### src/rtl/jtframe_spi_rx_if.sv
// SPI pin bundle plus the ROM-download and OSD write outputs of jtframe_spi_rx.
// The master side is the ARM/link side; the slave side is the FPGA receiver.
interface jtframe_spi_rx_if #(
  parameter int AW     = 22,
  parameter int OSD_AW = 11
);
  logic              SPI_SCK;
  logic              SPI_DI;
  logic              SPI_SS2;
  logic              SPI_SS3;
  logic              SPI_DO;
  logic              downloading;
  logic [7:0]        ioctl_index;
  logic [AW-1:0]     ioctl_addr;
  logic [7:0]        ioctl_dout;
  logic              ioctl_wr;
  logic              osd_en;
  logic [OSD_AW-1:0] osd_addr;
  logic [7:0]        osd_dout;
  logic              osd_wr;

  modport master (
    output SPI_SCK, SPI_DI, SPI_SS2, SPI_SS3,
    input  SPI_DO, downloading, ioctl_index, ioctl_addr, ioctl_dout, ioctl_wr,
           osd_en, osd_addr, osd_dout, osd_wr
  );

  modport slave (
    input  SPI_SCK, SPI_DI, SPI_SS2, SPI_SS3,
    output SPI_DO, downloading, ioctl_index, ioctl_addr, ioctl_dout, ioctl_wr,
           osd_en, osd_addr, osd_dout, osd_wr
  );
endinterface

### src/rtl/jtframe_spi_rx.sv
// SPI responder for the ARM-to-FPGA link. SS2 carries the file-transfer
// protocol (0x53 enable, 0x54 data, 0x55 index) turned into ioctl_* writes;
// SS3 carries OSD commands (0x20 image write, 0x40/0x41 OSD enable).
// SPI pins are oversampled in the clk domain.
module jtframe_spi_rx #(
  parameter int AW     = 22,
  parameter int OSD_AW = 11
) (
  input logic               clk,
  input logic               rst,
  jtframe_spi_rx_if.slave   bus
);

  localparam logic [2:0] ST_CMD    = 3'd0;
  localparam logic [2:0] ST_ARG53  = 3'd1;
  localparam logic [2:0] ST_ARG55  = 3'd2;
  localparam logic [2:0] ST_DATA   = 3'd3;
  localparam logic [2:0] ST_OSDW   = 3'd4;
  localparam logic [2:0] ST_IGNORE = 3'd5;

  logic [1:0] sck_sync_q, di_sync_q, ss2_sync_q, ss3_sync_q;
  logic       sck_prev_q, ss2_prev_q, ss3_prev_q;
  logic [2:0] bitcnt_q;
  logic [6:0] shift_q;
  logic       byte_rdy_q, byte_ch_q;
  logic [7:0] byte_q;

  logic [2:0]        state_q, state_d;
  logic              dl_q, dl_d;
  logic [7:0]        index_q, index_d;
  logic [AW-1:0]     addr_q, addr_d;
  logic [7:0]        dout_q, dout_d;
  logic              wr_q, wr_d;
  logic              osd_en_q, osd_en_d;
  logic [OSD_AW-1:0] osd_addr_q, osd_addr_d;
  logic [7:0]        osd_dout_q, osd_dout_d;
  logic              osd_wr_q, osd_wr_d;

  // SS2 has priority: SS3 only counts as selected while SS2 is high.
  logic sck_rise, ss2_act, ss3_act, sel_act, sel_prev, new_frame;
  assign sck_rise  = sck_sync_q[1] & ~sck_prev_q;
  assign ss2_act   = ~ss2_sync_q[1];
  assign ss3_act   = ~ss3_sync_q[1] & ~ss2_act;
  assign sel_act   = ss2_act | ss3_act;
  assign sel_prev  = ss2_prev_q | ss3_prev_q;
  assign new_frame = (ss2_act & ~ss2_prev_q) | (ss3_act & ~ss3_prev_q);

  // Two-flop synchronisers and one-clk delayed copies for edge detection.
  always_ff @(posedge clk or posedge rst) begin
    if (rst) begin
      sck_sync_q <= 2'b00;
      di_sync_q  <= 2'b00;
      ss2_sync_q <= 2'b11;
      ss3_sync_q <= 2'b11;
      sck_prev_q <= 1'b0;
      ss2_prev_q <= 1'b0;
      ss3_prev_q <= 1'b0;
    end else begin
      sck_sync_q <= {sck_sync_q[0], bus.SPI_SCK};
      di_sync_q  <= {di_sync_q[0],  bus.SPI_DI};
      ss2_sync_q <= {ss2_sync_q[0], bus.SPI_SS2};
      ss3_sync_q <= {ss3_sync_q[0], bus.SPI_SS3};
      sck_prev_q <= sck_sync_q[1];
      ss2_prev_q <= ss2_act;
      ss3_prev_q <= ss3_act;
    end
  end

  // Bit assembly. An SCK edge is accepted if the select was active the
  // previous clk, so a select rising together with the 8th edge still
  // completes the byte; otherwise a released select drops partial bits.
  always_ff @(posedge clk or posedge rst) begin
    if (rst) begin
      bitcnt_q   <= 3'd0;
      shift_q    <= 7'd0;
      byte_rdy_q <= 1'b0;
      byte_q     <= 8'd0;
      byte_ch_q  <= 1'b0;
    end else begin
      byte_rdy_q <= 1'b0;
      if (sck_rise && sel_prev && !new_frame) begin
        shift_q  <= {shift_q[5:0], di_sync_q[1]};
        bitcnt_q <= bitcnt_q + 3'd1;
        if (bitcnt_q == 3'd7) begin
          byte_rdy_q <= 1'b1;
          byte_q     <= {shift_q, di_sync_q[1]};
          byte_ch_q  <= ss3_prev_q;
        end
      end else if (!sel_act || new_frame) begin
        bitcnt_q <= 3'd0;
        shift_q  <= 7'd0;
      end
    end
  end

  // Command decoder and write-strobe generation; addresses advance on the
  // strobe cycle so they hold the current byte's address while strobing.
  always_comb begin
    state_d    = state_q;
    dl_d       = dl_q;
    index_d    = index_q;
    addr_d     = addr_q;
    dout_d     = dout_q;
    wr_d       = 1'b0;
    osd_en_d   = osd_en_q;
    osd_addr_d = osd_addr_q;
    osd_dout_d = osd_dout_q;
    osd_wr_d   = 1'b0;
    if (wr_q)     addr_d     = addr_q + AW'(1);
    if (osd_wr_q) osd_addr_d = osd_addr_q + OSD_AW'(1);
    if (byte_rdy_q) begin
      case (state_q)
        ST_CMD: begin
          state_d = ST_IGNORE;
          if (!byte_ch_q) begin
            case (byte_q)
              8'h53:   state_d = ST_ARG53;
              8'h54:   state_d = ST_DATA;
              8'h55:   state_d = ST_ARG55;
              default: state_d = ST_IGNORE;
            endcase
          end else if (byte_q == 8'h20) begin
            state_d    = ST_OSDW;
            osd_addr_d = '0;
          end else if (byte_q[7:1] == 7'h20) begin
            osd_en_d = byte_q[0];
          end
        end
        ST_ARG53: begin
          dl_d = byte_q[0];
          if (byte_q[0] && !dl_q) addr_d = '0;
          state_d = ST_IGNORE;
        end
        ST_ARG55: begin
          index_d = byte_q;
          state_d = ST_IGNORE;
        end
        ST_DATA: begin
          if (dl_q) begin
            dout_d = byte_q;
            wr_d   = 1'b1;
          end
        end
        ST_OSDW: begin
          osd_dout_d = byte_q;
          osd_wr_d   = 1'b1;
        end
        default: ;
      endcase
    end
    if (new_frame) state_d = ST_CMD;
  end

  // Decoder state and output registers.
  always_ff @(posedge clk or posedge rst) begin
    if (rst) begin
      state_q    <= ST_CMD;
      dl_q       <= 1'b0;
      index_q    <= 8'd0;
      addr_q     <= '0;
      dout_q     <= 8'd0;
      wr_q       <= 1'b0;
      osd_en_q   <= 1'b0;
      osd_addr_q <= '0;
      osd_dout_q <= 8'd0;
      osd_wr_q   <= 1'b0;
    end else begin
      state_q    <= state_d;
      dl_q       <= dl_d;
      index_q    <= index_d;
      addr_q     <= addr_d;
      dout_q     <= dout_d;
      wr_q       <= wr_d;
      osd_en_q   <= osd_en_d;
      osd_addr_q <= osd_addr_d;
      osd_dout_q <= osd_dout_d;
      osd_wr_q   <= osd_wr_d;
    end
  end

  assign bus.SPI_DO      = 1'b0;
  assign bus.downloading = dl_q;
  assign bus.ioctl_index = index_q;
  assign bus.ioctl_addr  = addr_q;
  assign bus.ioctl_dout  = dout_q;
  assign bus.ioctl_wr    = wr_q;
  assign bus.osd_en      = osd_en_q;
  assign bus.osd_addr    = osd_addr_q;
  assign bus.osd_dout    = osd_dout_q;
  assign bus.osd_wr      = osd_wr_q;

endmodule

### src/flat_wrapper.sv
// flat-port wrapper written by rule: the top's interface ports become plain ports
module jtframe_spi_rx_flat 
#(
  parameter int AW     = 22,
  parameter int OSD_AW = 11
)
  (clk, rst, bus_SPI_SCK, bus_SPI_DI, bus_SPI_SS2, bus_SPI_SS3, bus_SPI_DO, bus_downloading, bus_ioctl_index, bus_ioctl_addr, bus_ioctl_dout, bus_ioctl_wr, bus_osd_en, bus_osd_addr, bus_osd_dout, bus_osd_wr);
  jtframe_spi_rx_if #(.AW(AW), .OSD_AW(OSD_AW)) bus_i ();
  input logic clk;
  input logic rst;
  input wire logic [$bits(bus_i.SPI_SCK)-1:0] bus_SPI_SCK;
  input wire logic [$bits(bus_i.SPI_DI)-1:0] bus_SPI_DI;
  input wire logic [$bits(bus_i.SPI_SS2)-1:0] bus_SPI_SS2;
  input wire logic [$bits(bus_i.SPI_SS3)-1:0] bus_SPI_SS3;
  output wire logic [$bits(bus_i.SPI_DO)-1:0] bus_SPI_DO;
  output wire logic [$bits(bus_i.downloading)-1:0] bus_downloading;
  output wire logic [$bits(bus_i.ioctl_index)-1:0] bus_ioctl_index;
  output wire logic [$bits(bus_i.ioctl_addr)-1:0] bus_ioctl_addr;
  output wire logic [$bits(bus_i.ioctl_dout)-1:0] bus_ioctl_dout;
  output wire logic [$bits(bus_i.ioctl_wr)-1:0] bus_ioctl_wr;
  output wire logic [$bits(bus_i.osd_en)-1:0] bus_osd_en;
  output wire logic [$bits(bus_i.osd_addr)-1:0] bus_osd_addr;
  output wire logic [$bits(bus_i.osd_dout)-1:0] bus_osd_dout;
  output wire logic [$bits(bus_i.osd_wr)-1:0] bus_osd_wr;
  assign bus_i.SPI_SCK = bus_SPI_SCK;
  assign bus_i.SPI_DI = bus_SPI_DI;
  assign bus_i.SPI_SS2 = bus_SPI_SS2;
  assign bus_i.SPI_SS3 = bus_SPI_SS3;
  assign bus_SPI_DO = bus_i.SPI_DO;
  assign bus_downloading = bus_i.downloading;
  assign bus_ioctl_index = bus_i.ioctl_index;
  assign bus_ioctl_addr = bus_i.ioctl_addr;
  assign bus_ioctl_dout = bus_i.ioctl_dout;
  assign bus_ioctl_wr = bus_i.ioctl_wr;
  assign bus_osd_en = bus_i.osd_en;
  assign bus_osd_addr = bus_i.osd_addr;
  assign bus_osd_dout = bus_i.osd_dout;
  assign bus_osd_wr = bus_i.osd_wr;
  jtframe_spi_rx #(.AW(AW), .OSD_AW(OSD_AW)) u_core (.clk(clk), .rst(rst), .bus(bus_i));
endmodule
### config.mk
export PLATFORM = sky130hd
export DESIGN_NAME = jtframe_spi_rx_flat
export DESIGN_NICKNAME = d
export VERILOG_FILES = /design/src/rtl/jtframe_spi_rx_if.sv /design/src/rtl/jtframe_spi_rx.sv /design/src/flat_wrapper.sv
export SDC_FILE = /design/constraint.sdc
export NUM_CORES = 1
export LEC_CHECK = 0
export ABC_CLOCK_PERIOD_IN_PS = 7600
export CAP_MARGIN = 20
export CORE_AREA = 2 2 103 105
export DETAILED_ROUTE_END_ITERATION = 7
export DIE_AREA = 0 0 105 107
export SLEW_MARGIN = 10
export SYNTH_ARGS = -nofsm -noshare
export SYNTH_HDL_FRONTEND = slang
export SYNTH_SLANG_ARGS = --single-unit
export TNS_END_PERCENT = 30
### constraint.sdc
create_clock -name clk -period 7.6 [get_ports clk]
set_input_delay 2.28 -clock clk [delete_from_list [all_inputs] [get_ports clk]]
set_output_delay 2.28 -clock clk [all_outputs]
set_load 0.005 [all_outputs]
==> results.yml, run 1 <==
detailed_routing:
  vias_per_cell: 5.039
  drt_pass1_iterations: 4
  wl_per_cell_um: 14.65
  wirelength_um: 7855
  vias: 2701
  drc: 0
  antenna_left: 0
  drt-initial-drc-count: 111
worst_hold_path:
  hold_depth: 0
  hp-start: "u_core.di_sync_q[0]"
  hold_path_class: "reg2reg"
  hold_path_end: "u_core.di_sync_q[1]"
clock_network:
  cts_max_level: 3
  cts_tree: "done"
  clock_path_buffers: 2
  clk_pin_slew_ps: 90
  post_cts_buffers: 0
  worstSkewPairLatency_ps: 360
  cts_root_buffer: "clkbuf_8"
  hold_buffers: 0
  cts_buffers: 9
  cts-resized-gates: 0
  cts.sinks: 95
timing:
  rsz0062_at_grt: "false"
  tightestPinTransition_ps: 896.0
  finalHoldViolCount: 0
  max_freq_ghz: 0.2634
  finalCritPeriodShare_pct: 49.96
  final.setup.tns_ps: 0
  finClkSkew_ps: 11.95
  setup_violations: 0
  period_minus_slack_ps: 3797
  max_slew_margin_pct: 40.20
  drv_slew: 0
global_route:
  grt.total_usage_pct: 15.06
  grt.overflow.total: 0
  grt_start_max_net_pins: 53
  grt_pass1_vias: 2642
  antenna_found_initial: 0
  grt_pass1_wl_um: 13320
die:
  die_h_um: 107
  initial_core_util_pct: 39.83
  std_cell_rows: 37
  io_pins: 68
  die_w_um: 105
  die-area_um2: 11240
  core_um2: 10090
setup_path:
  rr_startpoint: "u_core.bus.ioctl_addr[3]"
  critPathTopFamily: "flip-flops"
  crit_chain: "clkdlybuf4s50_1"
  ff2ff_setup_slack_ps: 5560
  r2r_cells: 4
  cp_slowest_stage_delay_ps: 590
  worstReg2RegEnd: "u_core.bus.ioctl_addr[18]"
  cp.arrival_ps: 1520
  critPathKind: "reg2out"
  start_kind: "flip-flop"
  critPathCaptureType: "output port"
  crit_path_max_fanout: 10
  path_buf_inv: 1
  critical-path-slowest-cell: "dfrtp_1"
  worst_ep_required_time_ps: 5320
finish:
  diodes: 0
  regArea_um2: 2382
  multi_input_area_um2: 1541
  syn_to_final_growth_pct: 24.62
  final_area_um2: 5010
  drive_gt1_share_pct: 16.75
  fin_cells: 536
  nFillCells: 969
  layout.nets: 405
yosys:
  synthArstFlopShare_pct: 100.0
  syn_nets: 339
  ys_seq_area_share_pct: 59.26
  synth_area_per_cell_um2: 12.22
  synth_cell_types: 44
  ys.flop_type: "dfrtp_1"
  synthCells: 329
  ys_seq_elements: 95
  synth_warnings: 0
  synthesis.area_um2: 4020
  synth-edff-count: 0
place:
  place_area_um2: 4801
  post-dp-hpwl_um: 5396
  place_congestion: 0.7464
  io_buffer_count: 66
  dp_cells: 520
outcome:
  status: "finished, final reports clean"
power_and_ir_drop:
  power_density_nw_per_um2: 173.8
  leakagePower_nw: 2.261
  peakVddDrop_v: 0.00007625
run:
  drv_cap: 0
## area by class of cell
class / instances / share of cell area, %
clock buffers: 12 / 3.097
clock inverters: 4 / 1.074
inverters: 8 / 0.6244
multi-input cells: 213 / 30.77
flip-flops and latches: 95 / 47.55
well taps: 136 / 3.397
repair buffers: 68 / 13.49
## how the worst max path moves through the flow
| stage | startpoint | end | slack [ps] | cells after the start |
|---|---|---|---|---|
| 2_1_floorplan | rst | u_core.bitcnt_q[0] | 2850 | 1 |
| 3_3_place_gp | rst | u_core.state_q[2] | 3670 | 3 |
| 3_5_place_dp | rst | u_core.bus.ioctl_addr[20] | 3650 | 3 |
| 4_1_cts | u_core.bus.ioctl_addr[3] | bus_ioctl_addr[3] | 3780 | 1 |
| 5_1_grt | u_core.bus.ioctl_addr[3] | bus_ioctl_addr[3] | 3740 | 1 |
| 6_report | u_core.bus.ioctl_addr[3] | bus_ioctl_addr[3] | 3800 | 1 |
## metal layers
| metal | global-route usage, % | share of wire [%] |
|---|---|---|
| met1 | 20.53 | 48 |
| met2 | 23.10 | 46 |
| met3 | 4.377 | 4.8 |
| met4 | 5.143 | 1.3 |
| met5 | 0 | 0 |
## metrics by stage
stage | hold slack (ps) | util [%] | setup WS, ps | total power, mW
floorplan | 331.2 | - | 2850 | 0.5333
global placement | 331.3 | 47.57 | 3665 | 0.5400
detailed placement | 336.3 | 47.57 | 3651 | 0.5406
CTS | 355.4 | 49.64 | 3778 | 0.8832
global route | 365.2 | 49.64 | 3736 | 0.9083
finish | 354.2 | 49.64 | 3803 | 0.8709
## power breakdown
group / switching (mW) / internal (mW)
clock network: 0.171 / 0.171
logic: 0.0134 / 0.00458
registers: 0.00194 / 0.510
## sequential cells by signal, summed over array words and instances, names as in the netlist, 2 cells and up
name / count
u_core.bitcnt_q: 3
u_core.bus.ioctl_addr: 22
u_core.bus.ioctl_dout: 8
u_core.bus.ioctl_index: 8
u_core.bus.osd_addr: 11
u_core.bus.osd_dout: 8
u_core.byte_q: 8
u_core.di_sync_q: 2
u_core.sck_sync_q: 2
u_core.shift_q: 7
u_core.ss2_sync_q: 2
u_core.ss3_sync_q: 2
u_core.state_q: 3
## layout by cell type, fill, tap and decap left out, types with 2 or more instances in the layout
master	instances
nor4b_1	2
or3_2	2
and3_1	6
a21oi_1	14
clkdlybuf4s50_1	66
and2_1	2
nor4bb_1	2
o21ai_0	14
xnor2_1	9
and4_1	6
ha_1	4
or3_1	9
dfrtp_1	91
buf_4	2
nand2_1	15
a211oi_1	2
nor2b_1	5
dfstp_2	4
nor4_1	2
nor2_1	24
nor3_1	4
clkinvlp_4	2
xor2_1	10
mux2i_1	3
mux2_2	36
clkbuf_8	11
a22o_1	9
inv_1	6
nand4_1	6
or3b_2	2
nand3_1	14
## cells by family (layout without fill, tap and decap cells)
logic type	after synthesis	in the layout	share of synthesized area, %
buffers and inverters	21	92	2.396
adder cells (fa/ha/maj)	4	4	1.245
flip-flops	95	95	59.26
XOR/XNOR	19	19	4.139
AND/OR/NAND/NOR	108	108	15.69
AO/OA/AOI/OAI	42	42	6.350
other	1	1	0.09328
multiplexers	39	39	10.83
## Yosys cell counts (2+ instances only)
| cell | count | area, µm² |
|---|---|---|
| and4_1 | 6 | 52.55 |
| inv_1 | 7 | 26.28 |
| a211oi_1 | 2 | 15.01 |
| a22o_1 | 9 | 78.83 |
| nand4_1 | 6 | 37.54 |
| xnor2_1 | 9 | 78.83 |
| and3_1 | 6 | 37.54 |
| xor2_1 | 10 | 87.58 |
| nor4_1 | 2 | 12.51 |
| buf_2 | 2 | 10.01 |
| dfrtp_1 | 91 | 2277 |
| dfstp_2 | 4 | 105.1 |
| o21ai_0 | 14 | 70.07 |
| or3b_2 | 2 | 17.52 |
| nor3_1 | 4 | 20.02 |
| or3_2 | 2 | 15.01 |
| ha_1 | 4 | 50.05 |
| nor4b_1 | 2 | 17.52 |
| mux2i_1 | 3 | 30.03 |
| and2_1 | 2 | 12.51 |
| or3_1 | 9 | 56.30 |
| nor2b_1 | 5 | 31.28 |
| nor4bb_1 | 2 | 20.02 |
| mux2_2 | 36 | 405.4 |
| a21oi_1 | 14 | 70.07 |
| buf_4 | 2 | 15.01 |
| nand3_1 | 14 | 70.07 |
| nand2_1 | 15 | 56.30 |
| clkbuf_1 | 7 | 26.28 |
| nor2_1 | 24 | 90.09 |
(Power assumes the default switching activity.)
==> run 2, diff against run 1 <==
- ABC_CLOCK_PERIOD_IN_PS: 7600 -> 3360
- PLACE_DENSITY: not set -> 0.65
- clock period: 7.6 -> 3.36 ns (I/O delays scaled with it)
==> run 2 against run 1 <==
  * Sequential share of layout area is 0.14 points higher
  * Critical path type unchanged
  * Clock-buffer cell count rose by 2
  * Final cell count is the same
  * Highest routed layer unchanged
  * Critical endpoint unchanged
==> results.yml, run 2 (same netlist as run 1, synthesis figures left out) <==
timing:
  max_slew_margin_pct: 47.74
  rsz0062_at_grt: "false"
  finalHoldViolCount: 0
  final.setup.tns_ps: 0
  finalCritPeriodShare_pct: 74.73
  finClkSkew_ps: 14.75
  max_freq_ghz: 0.3982
  tightestPinTransition_ps: 783.9
  period_minus_slack_ps: 2511
  drv_slew: 0
  setup_violations: 0
clock_network:
  cts_tree: "done"
  cts_max_level: 3
  cts.sinks: 95
  worstSkewPairLatency_ps: 350
  hold_buffers: 0
  cts-resized-gates: 0
  post_cts_buffers: 0
  cts_root_buffer: "clkbuf_8"
  clk_pin_slew_ps: 90
  cts_buffers: 9
  clock_path_buffers: 2
setup_path:
  critical-path-slowest-cell: "dfrtp_1"
  worstReg2RegEnd: "u_core.bus.ioctl_addr[20]"
  crit_path_max_fanout: 10
  cp.arrival_ps: 1500
  crit_chain: "clkdlybuf4s50_1"
  critPathTopFamily: "flip-flops"
  r2r_cells: 5
  ff2ff_setup_slack_ps: 1380
  worst_ep_required_time_ps: 2350
  rr_startpoint: "u_core.bus.ioctl_addr[0]"
  start_kind: "flip-flop"
  path_buf_inv: 1
  critPathCaptureType: "output port"
  cp_slowest_stage_delay_ps: 580
  critPathKind: "reg2out"
global_route:
  grt_pass1_vias: 2702
  antenna_found_initial: 0
  grt_start_max_net_pins: 96
  grt_pass1_wl_um: 13430
  grt.total_usage_pct: 14.87
  grt.overflow.total: 0
place:
  io_buffer_count: 66
  place_congestion: 0.7622
  place_area_um2: 4816
  post-dp-hpwl_um: 5486
finish:
  nFillCells: 944
  multi_input_area_um2: 1541
  syn_to_final_growth_pct: 24.25
  final_area_um2: 4995
  diodes: 0
  final_common_cell: "dfrtp_1"
  final_cell_mix: "dfrtp_1, clkdlybuf4s50_1, mux2_2, nor2_1, nand2_1"
  drive_gt1_share_pct: 16.25
  layout.nets: 405
  regArea_um2: 2382
  largest_reg_flops: 22
run:
  drv_cap: 0
detailed_routing:
  antenna_left: 0
  drc: 0
  drt-initial-drc-count: 174
  drt_pass1_iterations: 4
  wirelength_um: 7952
  vias: 2706
  wl_per_cell_um: 14.84
  vias_per_cell: 5.049
power_and_ir_drop:
  power_density_nw_per_um2: 377.2
  total_power_mw: 1.884
  peakVddDrop_v: 0.0001666
  leakagePower_nw: 2.250
worst_hold_path:
  hp-start: "u_core.sck_sync_q[0]"
  hold_path_class: "reg2reg"
  hold_path_end: "u_core.sck_sync_q[1]"
  hold_depth: 0
die:
  std_cell_rows: 37
  die_w_um: 105
  initial_core_util_pct: 39.83
  io_pins: 68
  core_um2: 10090
  die-area_um2: 11240
  die_h_um: 107
outcome:
  status: "finished, final reports clean"
[run 2: per-layer routing]
layer  vias up  GRT usage, %  routed length (µm)  share of wire [%]
met4         0         4.667                  73               0.92
met5         -             0                   0                  0
met2        53         23.65                3767                 47
li1       1307             -                   -                  -
met3        10         3.404                 307                3.9
met1      1336         20.32                3804                 48
[run 2: layout make-up]
cell class                      instances  area share, %
Clock buffer                           14          3.257
Clock inverter                          2         0.3257
Inverter                                8         0.6764
Multi-Input combinational cell        213          30.86
Sequential cell                        95          47.70
Tap cell                              136          3.407
Timing Repair Buffer                   68          13.78
[run 2: power by group]
group / total (mW) / switching [mW] / internal [mW]
registers: 1.16 / 0.00456 / 1.15
clock network: 0.685 / 0.373 / 0.313
logic: 0.0420 / 0.0299 / 0.0121
total: 1.88 / 0.407 / 1.48
[run 2: worst max path at each step]
stage	startpoint	to	slack, ps	depth (start not counted)
after floorplan	rst	u_core.bitcnt_q[0]	1240	1
after global placement	u_core.bus.ioctl_addr[3]	bus_ioctl_addr[3]	1260	1
after detailed placement	u_core.bus.ioctl_addr[3]	bus_ioctl_addr[3]	1250	1
after CTS	u_core.bus.ioctl_addr[3]	bus_ioctl_addr[3]	840	1
after global routing	u_core.bus.ioctl_addr[3]	bus_ioctl_addr[3]	790	1
final	u_core.bus.ioctl_addr[3]	bus_ioctl_addr[3]	850	1
[run 2: metrics by stage]
| step | std cells | utilization [%] | hold slack (ps) | setup WS (ps) |
|---|---|---|---|---|
| after floorplan | 329 | - | 331.2 | 1236 |
| after CTS | 536 | 49.49 | 354.7 | 840.1 |
| after detailed placement | 520 | 47.72 | 334.7 | 1248 |
| final | 536 | 49.49 | 351.8 | 848.9 |
| after global placement | 520 | 47.72 | 332.8 | 1260 |
| after global routing | 536 | 49.49 | 367.0 | 794.6 |
